<file path="src/rtl/bnn_psum_threshold.sv">
// Accumulates per-pixel partial popcounts, applies the folded BN/sign threshold,
// and packs the resulting binary activations LSB-first into handshaked words.
module bnn_psum_threshold #(
    parameter int PSUM_WIDTH = 4,
    parameter int ACC_WIDTH  = 12,
    parameter int PACK_WIDTH = 8,
    parameter int NB_WIDTH   = 4
) (
    input  logic                  clk,
    input  logic                  rst,
    input  logic                  psum_valid,
    output logic                  psum_ready,
    input  logic [PSUM_WIDTH-1:0] psum_in,
    input  logic                  psum_last,
    input  logic                  psum_frame_end,
    input  logic                  thr_load,
    input  logic [ACC_WIDTH-1:0]  thr_in,
    input  logic                  thr_pol,
    output logic                  act_valid,
    input  logic                  act_ready,
    output logic [PACK_WIDTH-1:0] act_data,
    output logic [NB_WIDTH-1:0]   act_nbits,
    output logic                  act_frame_end,
    output logic                  busy
);

    logic [ACC_WIDTH-1:0]  acc_q, acc_d;
    logic [NB_WIDTH-1:0]   bit_cnt_q, bit_cnt_d;
    logic [PACK_WIDTH-1:0] pack_q, pack_d;
    logic [ACC_WIDTH-1:0]  thr_q, thr_d;
    logic                  thr_pol_q, thr_pol_d;
    logic                  act_valid_q, act_valid_d;
    logic [PACK_WIDTH-1:0] act_data_q, act_data_d;
    logic [NB_WIDTH-1:0]   act_nbits_q, act_nbits_d;
    logic                  act_frame_end_q, act_frame_end_d;

    logic                  accept;
    logic                  word_done;
    logic [ACC_WIDTH:0]    sum_wide;
    logic [ACC_WIDTH-1:0]  sum_sat;
    logic                  act_bit;
    logic [PACK_WIDTH-1:0] pack_with_bit;

    always_comb begin
        psum_ready = !act_valid_q || act_ready;
        accept     = psum_valid && psum_ready;

        // One extra bit catches the carry so a single beat can never wrap.
        sum_wide = {1'b0, acc_q} + (ACC_WIDTH + 1)'(psum_in);
        sum_sat  = sum_wide[ACC_WIDTH] ? '1 : sum_wide[ACC_WIDTH-1:0];
        act_bit  = thr_pol_q ? (sum_sat < thr_q) : (sum_sat >= thr_q);

        pack_with_bit = pack_q;
        for (int i = 0; i < PACK_WIDTH; i++) begin
            if (bit_cnt_q == NB_WIDTH'(i)) begin
                pack_with_bit[i] = act_bit;
            end
        end

        word_done = accept && psum_last &&
                    ((bit_cnt_q == NB_WIDTH'(PACK_WIDTH - 1)) || psum_frame_end);

        acc_d           = acc_q;
        bit_cnt_d       = bit_cnt_q;
        pack_d          = pack_q;
        act_valid_d     = act_valid_q;
        act_data_d      = act_data_q;
        act_nbits_d     = act_nbits_q;
        act_frame_end_d = act_frame_end_q;
        thr_d           = thr_q;
        thr_pol_d       = thr_pol_q;

        if (accept) begin
            if (!psum_last) begin
                acc_d = sum_sat;
            end else begin
                acc_d = '0;
                if (word_done) begin
                    pack_d          = '0;
                    bit_cnt_d       = '0;
                    act_data_d      = pack_with_bit;
                    act_nbits_d     = bit_cnt_q + NB_WIDTH'(1);
                    act_frame_end_d = psum_frame_end;
                end else begin
                    pack_d    = pack_with_bit;
                    bit_cnt_d = bit_cnt_q + NB_WIDTH'(1);
                end
            end
        end

        // A word completing on the consume edge keeps valid high (back-to-back).
        if (act_valid_q && act_ready) begin
            act_valid_d = 1'b0;
        end
        if (word_done) begin
            act_valid_d = 1'b1;
        end

        if (thr_load) begin
            thr_d     = thr_in;
            thr_pol_d = thr_pol;
        end

        busy = (acc_q != '0) || (bit_cnt_q != '0) || act_valid_q;
    end

    always_ff @(posedge clk) begin
        if (rst) begin
            acc_q           <= '0;
            bit_cnt_q       <= '0;
            pack_q          <= '0;
            thr_q           <= '0;
            thr_pol_q       <= 1'b0;
            act_valid_q     <= 1'b0;
            act_data_q      <= '0;
            act_nbits_q     <= '0;
            act_frame_end_q <= 1'b0;
        end else begin
            acc_q           <= acc_d;
            bit_cnt_q       <= bit_cnt_d;
            pack_q          <= pack_d;
            thr_q           <= thr_d;
            thr_pol_q       <= thr_pol_d;
            act_valid_q     <= act_valid_d;
            act_data_q      <= act_data_d;
            act_nbits_q     <= act_nbits_d;
            act_frame_end_q <= act_frame_end_d;
        end
    end

    assign act_valid     = act_valid_q;
    assign act_data      = act_data_q;
    assign act_nbits     = act_nbits_q;
    assign act_frame_end = act_frame_end_q;

endmodule

</file>
<file path="config.mk">
export PLATFORM = sky130hd
export DESIGN_NAME = bnn_psum_threshold
export DESIGN_NICKNAME = d
export VERILOG_FILES = /design/src/rtl/bnn_psum_threshold.sv
export SDC_FILE = /design/constraint.sdc
export NUM_CORES = 1
export LEC_CHECK = 0
export ABC_AREA = 1
export ABC_CLOCK_PERIOD_IN_PS = 3370
export CAP_MARGIN = 20
export CORE_UTILIZATION = 55
export DETAILED_ROUTE_END_ITERATION = 8
export PLACE_DENSITY = 0.8
export SLEW_MARGIN = 5
export SYNTH_ARGS = -nofsm -noshare
export SYNTH_HDL_FRONTEND = slang
export SYNTH_SLANG_ARGS = --single-unit
</file>
<file path="constraint.sdc">
create_clock -name clk -period 3.37 [get_ports clk]
set_input_delay 0.674 -clock clk [delete_from_list [all_inputs] [get_ports clk]]
set_output_delay 0.674 -clock clk [all_outputs]
set_load 0.05 [all_outputs]
</file>
==> summary.md, run 1 <==
| Metric | Value |
|---|---|
| Status | finished, final reports clean |
| Mux share of post-synthesis cell area | 0 |
| Post-synthesis register bit count | 51 |
| Chip height | 75.2 um |
| TritonCTS clock tree | built |
| Final instance area | a little under 4000 um2 |
| Synth Area in Compound Gates | 0.151 |
| Pwr dens | approximately 370 nW/um2 |
| Slowest cell on crit path | clkdlybuf4s50_1 |
| Clk slew on worst S/H paths | 100 ps |
| Full die area | about 5700 um2 |
| Via count | 2,920 |
| Area occupied by multi-input gates | 1920 um2 |
| R2R Setup Slk | 400 ps |
| Antenna violations before repair | 0 |
| Synth Area in XOR/XNOR | 0.00891 |
| Global route overflow | 0 |
| Top cells by area, synth | dfxtp_1 35%, nand2_1 12%, ha_1 8.5% |
| Final #Nets | 511 |
| Synthesized instance count | 412 |
| Tcrit/Tclk final | 0.974 |
| Clock sink count | 51 |
| Max-cap check violation count | 0 |
| Vias in the first global route | 2,617 |
| # rows | 26 |
| Clock share of power | 0.359 |
| Synthesis-to-finish area growth | 33.2% |
| CP Data Arrival Time | 3530 ps |
| Tightest Pin Transition | ~620 ps |
| Worst R2R Start | acc_q[0] |
| Post-route ant nets | 0 |
| CTS H-tree lvls | 2 |
| Post-Place Cell Area | 3490 um2 |
| Hold worst-path end | pack_q[3] |
| Global-route wire length before repair | 11.5 mm |
| Max-slew violation count | 0 |
| Worst-Skew Late Latency | 310 ps |
| Total CTS buffers | 5 |
| Die width | around 75 um |
| Worst setup SP type | input port |
| Final setup vio count | 0 |
| Seq pwr share | 0.435 |
| CTS root buf | clkbuf_8 |
| Antenna Cells | 0 |
| Dpl cells | 524 |
| DRC viols | 0 |
| Adder-cell share of the synthesized area | 0.0916 |
| Peak VDD IR | around 0.25 mV |
| Yosys Warn Count | 0 |
| Syn avg cell area | 7.16 um2 |
| Largest family of logic cells by synthesized area | simple AND/OR/NAND/NOR gates |
| Share of synthesized cell area in and, or, nand and nor gates | 0.314 |
| Hold Crit Depth | 2 |
| Critical path capture point type | flip-flop |
| Iteration count of the initial detailed-routing pass | 5 |
| Layout cell share with drive strength beyond 1 | 0.231 |
| Max frequency | approximately 300 MHz |
| Cell variety after synth | 32 |
| IO Port Bufs | 39 |
| Net Sw Frac | 0.285 |
| Clock Path Buffers | 2 |
| Routability congestion estimate | 0.926 |
| Reg-to-reg endpoint | pack_q[2] |
| Top delay family on crit path | simple AND/OR/NAND/NOR gates |
| Combinational power share | 0.207 |
| LEAKAGE | 1.71 nW |
| CP startpoint | psum_in[3] |
| Top cell type by total area after synthesis | dfxtp_1 |
| Worst hold path class | reg2reg |
| Psw | 0.417 mW |
| Wire per inst | 14.7 um |
| CP Buf/Inv Count | 2 |
| Syn nets | 457 |
| Crit-path max cell delay | 460 ps |
| Non-filler instance count after layout | around 540 |
| Final Hold Viols | 0 |
| Seq/Total Area, Yosys | 0.346 |
| Worst Path Required | 3620 ps |
| DR vias/cell | about 5.4 |
| Worst-path fanout max | 8 |
| Final wirelength | 7.90 mm |
| Setup Skew | approximately 8.5 ps |
| Internal | 1.05 mW |
| Yosys top cell area share | 0.346 |
| CP Class | in2reg |
| DRT iter0 DRCs | 165 |
| Largest net degree at the start of global routing | 29 |
| Core box area | 5140 um2 |
| GRT Util Overall | 0.267 |
| Layout fillers | about 390 |
| Starting density of the core | 0.574 |
| Final min period | 3280 ps |
| Post-detail-place hpwl | just over 5 mm |
| Synthesized area | 2950 um2 |
| I/O Pins | 40 |
| Reg area | between 1000 and 1500 um2 |
| Slew margin rel. | 0.583 |
| Reg2reg path depth | 17 |
| CP cell instances | clkdlybuf4s50_1 > ha_4 > nand2_1 > clkinv_1 > nand3_2 > nand2_2 > nand2_1 > nand2_1 > nand3_4 > ha_1 > nand2_2 > nor2_4 > nand2_2 > o21ai_2 > nand3_4 > nand3_2 > nand3_1 > a21oi_1 |
| Hold wc startpoint | pack_q[3] |
synth_stat cells:
library cell / count
clkbuf_1: 9
xor2_1: 3
nor2_2: 1
nor2_1: 26
nand4_1: 2
a21oi_1: 46
buf_4: 2
nor3_1: 4
inv_2: 2
nor2_4: 4
o21ai_1: 1
fa_1: 1
buf_2: 2
a21oi_2: 5
o21ai_2: 2
a211oi_2: 1
clkinv_1: 1
nand3_4: 1
nand3_1: 30
nor2_8: 1
inv_1: 51
ha_1: 20
nand3_2: 9
a31oi_1: 1
nor4_1: 2
nand2_4: 1
dfxtp_1: 51
nand2_2: 7
nand2_1: 91
o21ai_0: 26
or4_1: 1
or2_2: 8
state kept, by name, summed over array words and instances (netlist names):
register       cells
acc_q             12
thr_q             12
act_data           8
pack_q             8
act_nbits          4
bit_cnt_q          4
act_frame_end      1
act_valid          1
thr_pol_q          1
cell usage in the layout, fill, tap and decap left out, drive strengths merged:
cell type / n
nand2: 99
inv: 54
dfxtp: 51
a21oi: 51
nand3: 40
clkdlybuf4s50: 38
nor2: 32
o21ai: 29
buf: 21
ha: 20
or2: 8
clkbuf: 5
nor3: 4
xor2: 3
nand4: 2
nor4: 2
bufinv: 2
clkinv: 1
a211oi: 1
or4: 1
a31oi: 1
fa: 1
dlymetal6s2s: 1
power groups by stage:
| stage | sequential, mW | clock [mW] | combinational [mW] |
|---|---|---|---|
| global route | 0.640 | 0.554 | 0.327 |
| finish | 0.637 | 0.525 | 0.302 |
| global placement | 0.649 | 0 | 0.253 |
| detailed placement | 0.650 | 0 | 0.259 |
| floorplan | 0.675 | 0 | 0.137 |
| CTS | 0.636 | 0.530 | 0.266 |
worst max-delay path by stage:
stage / end / depth (start not counted) / slack [ps]
3_5_place_dp: pack_q[6] / 19 / -400
3_3_place_gp: pack_q[3] / 19 / -280
6_report: pack_q[2] / 18 / 90
2_1_floorplan: pack_q[0] / 17 / 350
4_1_cts: pack_q[6] / 20 / 0.9
5_1_grt: pack_q[2] / 18 / -80
logic make-up after synthesis:
| group | Yosys count |
|---|---|
| fa+ha+maj | 21 |
| xor+xnor | 3 |
| buf+inv | 67 |
| compound gates | 82 |
| simple gates | 188 |
| flops | 51 |
tightest hold or removal path, stage by stage, from the launching register on:
cell and delay [ps]:
dfxtp_1 320, nand2_1 60, a21oi_1 50
per-layer routing:
metal  GRT usage  up-vias  routed length (um)
li1            -     1442                   -
met1       0.317     1374                3370
met2       0.478       80                4090
met4       0.103        0                 198
met3      0.0495       24                 245
met5           0        -                   0
metrics by stage:
| stage | setup slack [ps] | hold slack (ps) | utilization | TNS, ps | power (mW) |
|---|---|---|---|---|---|
| 3_5_place_dp | -396 | 453 | 0.679 | -5050 | 0.909 |
| 3_3_place_gp | -277 | 447 | 0.679 | -3910 | 0.903 |
| 5_1_grt | -78.8 | 486 | 0.764 | -494 | 1.52 |
| 6_report | 88.6 | 466 | 0.764 | 0 | 1.46 |
| 4_1_cts | 0.885 | 468 | 0.712 | 0 | 1.43 |
| 2_1_floorplan | 349 | 435 | - | 0 | 0.812 |
area by class of cell:
class,count,share of cell area
timing repair buffer,60,0.142
inverter,54,0.0516
tap,70,0.0223
clock buffer,5,0.0175
clock inverter,3,0.0182
multi-input combinational,294,0.489
sequential,51,0.260
what timing repair did:
action	in CTS	in global routing
resized for setup	6	47
setup buffers	0	5
pin swaps	2	26
endpoints found under the setup margin	11	15
cloned	0	0
hold endpoints to repair	0	0
hold buffers	0	0
Power figures use the tool's default switching activity.
==> run 2: changes to the inputs <==
--- a/config.mk
+++ b/config.mk
@@ -8,9 +8,11 @@
 export ABC_AREA = 1
 export ABC_CLOCK_PERIOD_IN_PS = 3370
 export CAP_MARGIN = 20
-export CORE_UTILIZATION = 55
+export CELL_PAD_IN_SITES_DETAIL_PLACEMENT = 0
+export CELL_PAD_IN_SITES_GLOBAL_PLACEMENT = 2
+export CORE_UTILIZATION = 31
 export DETAILED_ROUTE_END_ITERATION = 8
-export PLACE_DENSITY = 0.8
+export PLACE_DENSITY_LB_ADDON = 0.1
 export SLEW_MARGIN = 5
 export SYNTH_ARGS = -nofsm -noshare
 export SYNTH_HDL_FRONTEND = slang
==> summary.md, run 2 (synthesis gave the netlist of run 1 again) <==
| Metric | Value |
|---|---|
| Status | finished, final reports clean |
| Clk slew on worst S/H paths | 100 ps (about the same) |
| Worst setup SP type | input port |
| # rows | 35 (+35%) |
| Final min period | 3200 ps (-86.3 ps) |
| Die width | 99.6 um (+32%) |
| Antenna Cells | 0 (unchanged) |
| CP Data Arrival Time | 3440 ps (-90 ps) |
| CP Buf/Inv Count | 1 (-1) |
| Max-cap check violation count | 0 (unchanged) |
| CTS H-tree lvls | 2 (unchanged) |
| CP Class | in2reg |
| Post-route ant nets | 0 (unchanged) |
| Core box area | 9240 um2 (+80%) |
| Final wirelength | 7.45 mm (-5.8%) |
| Chip height | 99.6 um (+32%) |
| Setup Skew | 5.49 ps (-2.99 ps) |
| Total CTS buffers | 5 (unchanged) |
| Area occupied by multi-input gates | 1890 um2 (-1.6%) |
| Biggest regs | acc_q (12), thr_q (12) |
| Global routing usage on met3 | 0.0337 (-0.0158) |
| Layout fillers | 980 (+150%) |
| Vias in the first global route | 2,669 (+2.0%) |
| Routability congestion estimate | 0.790 (-15%) |
| Hold wc startpoint | pack_q[4] |
| Pwr dens | 347 nW/um2 (-6.8%) |
| CTS root buf | clkbuf_8 |
| Most common cell after layout, fill and taps aside | nand2_1 |
| Final setup vio count | 0 (unchanged) |
| DR vias/cell | 4.54 (-17%) |
| Reg-to-reg endpoint | pack_q[3] |
| TritonCTS clock tree | built |
| Hold Slack | 466 ps (+0.205 ps) |
| Antenna violations before repair | 0 (unchanged) |
| TNS Setup | 0 ps (unchanged) |
| R2R Setup Slk | 510 ps (+110 ps) |
| Reg2reg path depth | 20 (+3) |
| DRT iter0 DRCs | 58 (-65%) |
| Clock sink count | 51 (unchanged) |
| Layout cell share with drive strength beyond 1 | 0.224 (-0.00690) |
| Via count | 2,709 (-7.2%) |
| Worst Path Required | 3620 ps (about the same) |
| GRT Util Overall | 0.157 (-0.111) |
| Global-route wire length before repair | 12.3 mm (+6.9%) |
| Max-slew violation count | 0 (unchanged) |
| Most common cell on crit path | nand2_1 |
| M1 GR Usage | 0.184 (-0.133) |
| Hold buffers post-CTS | 0 (unchanged) |
| Largest net degree at the start of global routing | 28 (-3.4%) |
| Clock Path Buffers | 2 (unchanged) |
| Hold Crit Depth | 2 (unchanged) |
| Wire per inst | 12.5 um (-15%) |
| Slew margin rel. | 0.566 (-0.0171) |
| Synthesis-to-finish area growth | 33.8% |
| Peak VDD IR | 0.134 mV (-46%) |
| Worst R2R Start | acc_q[0] |
| Crit-path max cell delay | 400 ps (-60 ps) |
| Hold worst-path end | pack_q[4] |
| Tightest Pin Transition | 650 ps (+25.5 ps) |
| Worst-path fanout max | 8 (unchanged) |
| Full die area | 9910 um2 (+75%) |
| Reg area | 1020 um2 (unchanged) |
| Overall power | 1.37 mW (-6.4%) |
| DRC viols | 0 (unchanged) |
| Critical path capture point type | flip-flop |
| Final Hold Viols | 0 (unchanged) |
| Tcrit/Tclk final | 0.948 (-0.0256) |
| Worst hold path class | reg2reg |
| Max frequency | 313 MHz (+2.7%) |
| Most used routing layer | met2 |
| Worst-Skew Late Latency | 310 ps (about the same) |
| Commonest non-fill, non-tap cells in the layout | 84 x nand2_1, 51 x dfxtp_1, 49 x inv_1 |
| Slowest cell on crit path | clkdlybuf4s50_1 |
| Final design utilization | 0.427 (-0.337) |
| GR Util met2 | 0.287 (-0.191) |
| Post-detail-place hpwl | 5.54 mm (+9.4%) |
| Starting density of the core | 0.319 (-0.255) |
| Iteration count of the initial detailed-routing pass | 4 (-1) |
| LEAKAGE | 1.68 nW (-1.9%) |
| IO Port Bufs | 39 (unchanged) |
| Top delay family on crit path | simple AND/OR/NAND/NOR gates |
| Final #Nets | 512 (+0.20%) |
| CP cell instances | clkdlybuf4s50_1 > ha_1 > a21oi_2 > nand2_2 > nand2_4 > nor2_8 > nand3_4 > nand3_2 > ha_1 > nand2_1 > nand2_1 > nand2_1 > nand2_1 > a21oi_2 > nand3_4 > nand3_2 > nand3_1 > a21oi_1 |
| I/O Pins | 40 (unchanged) |
| Global route overflow | 0 (unchanged) |
==> run 2: cell type report <==
class,instances,share of cell area
multi-input cells,294,0.479
flip-flops and latches,51,0.259
repair buffers,61,0.142
inverters,54,0.0513
well taps,129,0.0409
clock buffers,6,0.0184
clock inverters,2,0.00983
==> run 2: layer usage <==
metal  vias up  share of wire
met5         -              0
met4         0         0.0051
met3         2          0.016
met2        15           0.53
met1      1242           0.45
li1       1450              -
==> run 2: worst reg2reg max path, stage by stage, from the launching register on <==
cell,delay (ps)
dfxtp_1,390
ha_2,220
fa_2,220
nand3_2,90
nand2_2,90
nand2_4,70
nor2_8,140
nand2_2,70
inv_2,90
nand3_4,70
nand2_2,80
inv_2,50
ha_4,260
nand2_4,50
nor2_4,130
nand2_2,90
o21ai_2,190
nand3_4,190
nand3_2,130
nand3_1,70
a21oi_1,140
==> run 2: how the worst max path moves through the flow <==
| stage | from | endpoint | slack [ps] | cells after the start |
|---|---|---|---|---|
| after floorplan | psum_in[0] | pack_q[0] | 350 | 17 |
| after global placement | psum_in[0] | pack_q[3] | -330 | 19 |
| after detailed placement | psum_in[0] | pack_q[2] | -320 | 19 |
| after CTS | psum_in[0] | pack_q[2] | -10 | 19 |
| after global routing | psum_in[3] | pack_q[0] | -30 | 18 |
| final | psum_in[3] | pack_q[3] | 170 | 18 |
==> run 2: repair_timing <==
item                                    4_1_cts  5_1_grt
setup buffers                                 0        3
gates resized for setup                       0       44
pin swaps                                     0       18
endpoints found under the hold margin         0        0
endpoints found under the setup margin        4       15
==> run 2: report_power, final <==
part           internal, mW  switching (mW)
Combinational         0.120           0.170
Clock                 0.225           0.219
Sequential            0.625          0.0112
Total                 0.970           0.401
==> run 2: through the flow <==
step	setup slack [ps]	cells	instance area [um2]
after floorplan	349	412	2950
after global placement	-335	586	3590
after detailed placement	-323	586	3590
after CTS	-12.9	594	3700
after global routing	-28.0	597	3950
final	175	597	3950
==> run 3: changes to the inputs <==
--- a/config.mk
+++ b/config.mk
@@ -13,6 +13,7 @@
 export CORE_UTILIZATION = 31
 export DETAILED_ROUTE_END_ITERATION = 8
 export PLACE_DENSITY_LB_ADDON = 0.1
+export SETUP_SLACK_MARGIN = 0.5
 export SLEW_MARGIN = 5
 export SYNTH_ARGS = -nofsm -noshare
 export SYNTH_HDL_FRONTEND = slang
==> summary.md, run 3 (synthesis gave the netlist of run 1 again) <==
| Metric | Value |
|---|---|
| Clock sink count | 51 (unchanged) |
| CTS H-tree lvls | 2 (unchanged) |
| Clk slew on worst S/H paths | 100 ps (about the same) |
| CP Data Arrival Time | 3120 ps (-320 ps) |
| Most common cell on crit path | nand3_4 |
| Starting density of the core | 0.319 (unchanged) |
| Largest net degree at the start of global routing | 28 (unchanged) |
| Layout fillers | 951 (-3.0%) |
| Worst hold path class | reg2reg |
| Max frequency | 348 MHz (+11%) |
| Internal | 0.980 mW (+0.97%) |
| Hold wc startpoint | pack_q[0] |
| Worst setup SP type | input port |
| Worst-path fanout max | 8 (unchanged) |
| Max-slew violation count | 0 (unchanged) |
| CP cell instances | buf_6 > ha_4 > fa_2 > nand3_4 > nand2_4 > nand2_4 > nor2_8 > nand3_4 > buf_12 > nand3_4 > ha_4 > nand2_4 > nor2_4 > nand2_2 > o21ai_2 > nand3_4 > nand3_2 > nand3_1 > a21oi_1 |
| Tcrit/Tclk final | 0.853 (-0.0955) |
| DRT iter0 DRCs | 63 (+8.6%) |
| Reg area | 1020 um2 (unchanged) |
| Worst R2R Start | acc_q[0] |
| Reg-to-reg endpoint | pack_q[6] |
| Die width | 99.6 um (unchanged) |
| Core box area | 9240 um2 (unchanged) |
| Slew margin rel. | 0.538 (-0.0277) |
| Synthesis-to-finish area growth | 42.9% |
| Biggest regs | acc_q (12), thr_q (12) |
| Most common cell after layout, fill and taps aside | nand2_1 |
| Post-Place Cell Area | 3770 um2 (+5.2%) |
| M1 GR Usage | 0.205 (+0.0208) |
| Total CTS buffers | 5 (unchanged) |
| GRT Util Overall | 0.164 (+0.00724) |
| LEAKAGE | 1.75 nW (+4.1%) |
| Non-filler instance count after layout | 605 (+1.3%) |
| Final setup vio count | 0 (unchanged) |
| CTS root buf | clkbuf_8 |
| Layout cell share with drive strength beyond 1 | 0.305 (+0.0803) |
| Critical path capture point type | flip-flop |
| Net Sw Frac | 0.301 (+0.00816) |
| CP Class | in2reg |
| Post-route ant nets | 0 (unchanged) |
| Chip height | 99.6 um (unchanged) |
| Top delay family on crit path | simple AND/OR/NAND/NOR gates |
| Status | finished, final reports clean |
| Global-route wire length before repair | 12.8 mm (+3.9%) |
| Commonest non-fill, non-tap cells in the layout | 75 x nand2_1, 51 x dfxtp_1, 47 x inv_1 |
| Clock Path Buffers | 2 (unchanged) |
| CP Buf/Inv Count | 2 (+1) |
| Worst-Skew Late Latency | 310 ps (about the same) |
| Iteration count of the initial detailed-routing pass | 4 (unchanged) |
| Via count | 2,797 (+3.2%) |
| Final #Nets | 520 (+1.6%) |
| Global routing usage on met3 | 0.0232 (-0.0105) |
| Final Hold Viols | 0 (unchanged) |
| Antenna violations before repair | 0 (unchanged) |
| DR vias/cell | 4.62 (+1.9%) |
| IO Port Bufs | 39 (unchanged) |
| DRC viols | 0 (unchanged) |
| Worst Path Required | 3610 ps (about the same) |
| Area occupied by multi-input gates | 2100 um2 (+11%) |
| I/O Pins | 40 (unchanged) |
| Antenna Cells | 0 (unchanged) |
| Max-cap check violation count | 0 (unchanged) |
| Routability congestion estimate | 0.744 (-5.8%) |
| Setup Skew | 2.85 ps (-2.63 ps) |
| Final min period | 2870 ps (-322 ps) |
| Hold Crit Depth | 2 (unchanged) |
| TNS Setup | 0 ps (unchanged) |
| Pwr dens | 332 nW/um2 (-4.3%) |
| Clock share of power | 0.318 (-0.006) |
| TritonCTS clock tree | built |
| Hold Slack | 469 ps (+2.42 ps) |
| Seq pwr share | 0.455 (-0.009) |
| Peak VDD IR | 0.142 mV (+5.5%) |
| Wire per inst | 12.9 um (+3.7%) |
| Post-detail-place hpwl | 5.73 mm (+3.3%) |
| Final wirelength | 7.83 mm (+5.1%) |
| Psw | 0.421 mW (+5.0%) |
| R2R Setup Slk | 570 ps (+60 ps) |
| Reg2reg path depth | 18 (-10%) |
| Global route overflow | 0 (unchanged) |
| Tightest Pin Transition | 692 ps (+41.6 ps) |
| Vias in the first global route | 2,663 (-0.22%) |
| Full die area | 9910 um2 (unchanged) |
| # rows | 35 (unchanged) |
| Dpl cells | 590 (+0.68%) |
| Final instance area | 4220 um2 (+6.8%) |
| Combinational power share | 0.227 (+0.015) |
| Hold worst-path end | pack_q[0] |
| Crit-path max cell delay | 370 ps (-30 ps) |
| Slowest cell on crit path | fa_2 |
| Most used routing layer | met2 |
| GR Util met2 | 0.291 (+0.00374) |
| RSZ-0062 raised after global routing | true |
[run 3: changes by cell type in the layout (fill, tap and decap cells not counted), sizes merged]
cell	change
buf	+10
clkdlybuf4s50	-4
clkbuf	+1
clkdlybuf4s15	+1
clkinv	-1
dlygate4sd2	+1
dlymetal6s2s	-1
inv	+1
[run 3: area by class of cell]
class | instances | share of cell area
Multi-Input combinational cell | 294 | 0.498
Tap cell | 129 | 0.0383
Clock inverter | 2 | 0.00920
Timing Repair Buffer | 69 | 0.147
Inverter | 54 | 0.0481
Sequential cell | 51 | 0.242
Clock buffer | 6 | 0.0172
[run 3: worst reg2reg max path, stage by stage (launching register included)]
cell	delay [ps]
dfxtp_1	360
ha_4	180
fa_2	370
nand3_4	90
nand2_4	50
nand2_4	80
nor2_8	40
nand3_4	130
buf_12	150
nand3_4	80
ha_4	290
nand2_4	50
nor2_4	110
nand2_2	70
o21ai_2	150
nand3_4	180
nand3_2	120
nand3_1	70
a21oi_1	140
[run 3: layer usage]
metal	wire length, um	vias up	part of all wire
li1	-	1471	-
met1	3560	1296	0.46
met2	3980	23	0.51
met3	183	7	0.023
met4	95	0	0.012
met5	0	-	0
[run 3: worst max path at each step]
stage / start / to / slack, ps / cells after the start
finish: psum_in[0] / pack_q[6] / 500 / 19
global route: psum_in[0] / pack_q[6] / 370 / 19
CTS: psum_in[2] / pack_q[2] / 490 / 18
detailed placement: psum_in[0] / pack_q[1] / -250 / 19
global placement: psum_in[0] / act_data[7] / -240 / 19
floorplan: psum_in[0] / pack_q[0] / 460 / 17
[run 3: power by group through the flow]
stage / logic, mW / clock network, mW / registers, mW
global placement: 0.281 / 0 / 0.650
floorplan: 0.151 / 0 / 0.675
global route: 0.353 / 0.484 / 0.640
finish: 0.318 / 0.445 / 0.637
detailed placement: 0.282 / 0 / 0.650
CTS: 0.297 / 0.469 / 0.637
[run 3: stage by stage]
stage          setup slack (ps)  power, mW  utilization
2_1_floorplan               464      0.826            -
3_3_place_gp               -242      0.931        0.408
3_5_place_dp               -246      0.932        0.408
4_1_cts                     486       1.40        0.432
5_1_grt                     369       1.48        0.456
6_report                    497       1.40        0.456
[run 3: repair_timing]
item,in CTS,in global routing
endpoints found under the setup margin,16,15
pin swaps,10,18
hold buffers,0,0
buffers inserted,3,4
resized for setup,23,53
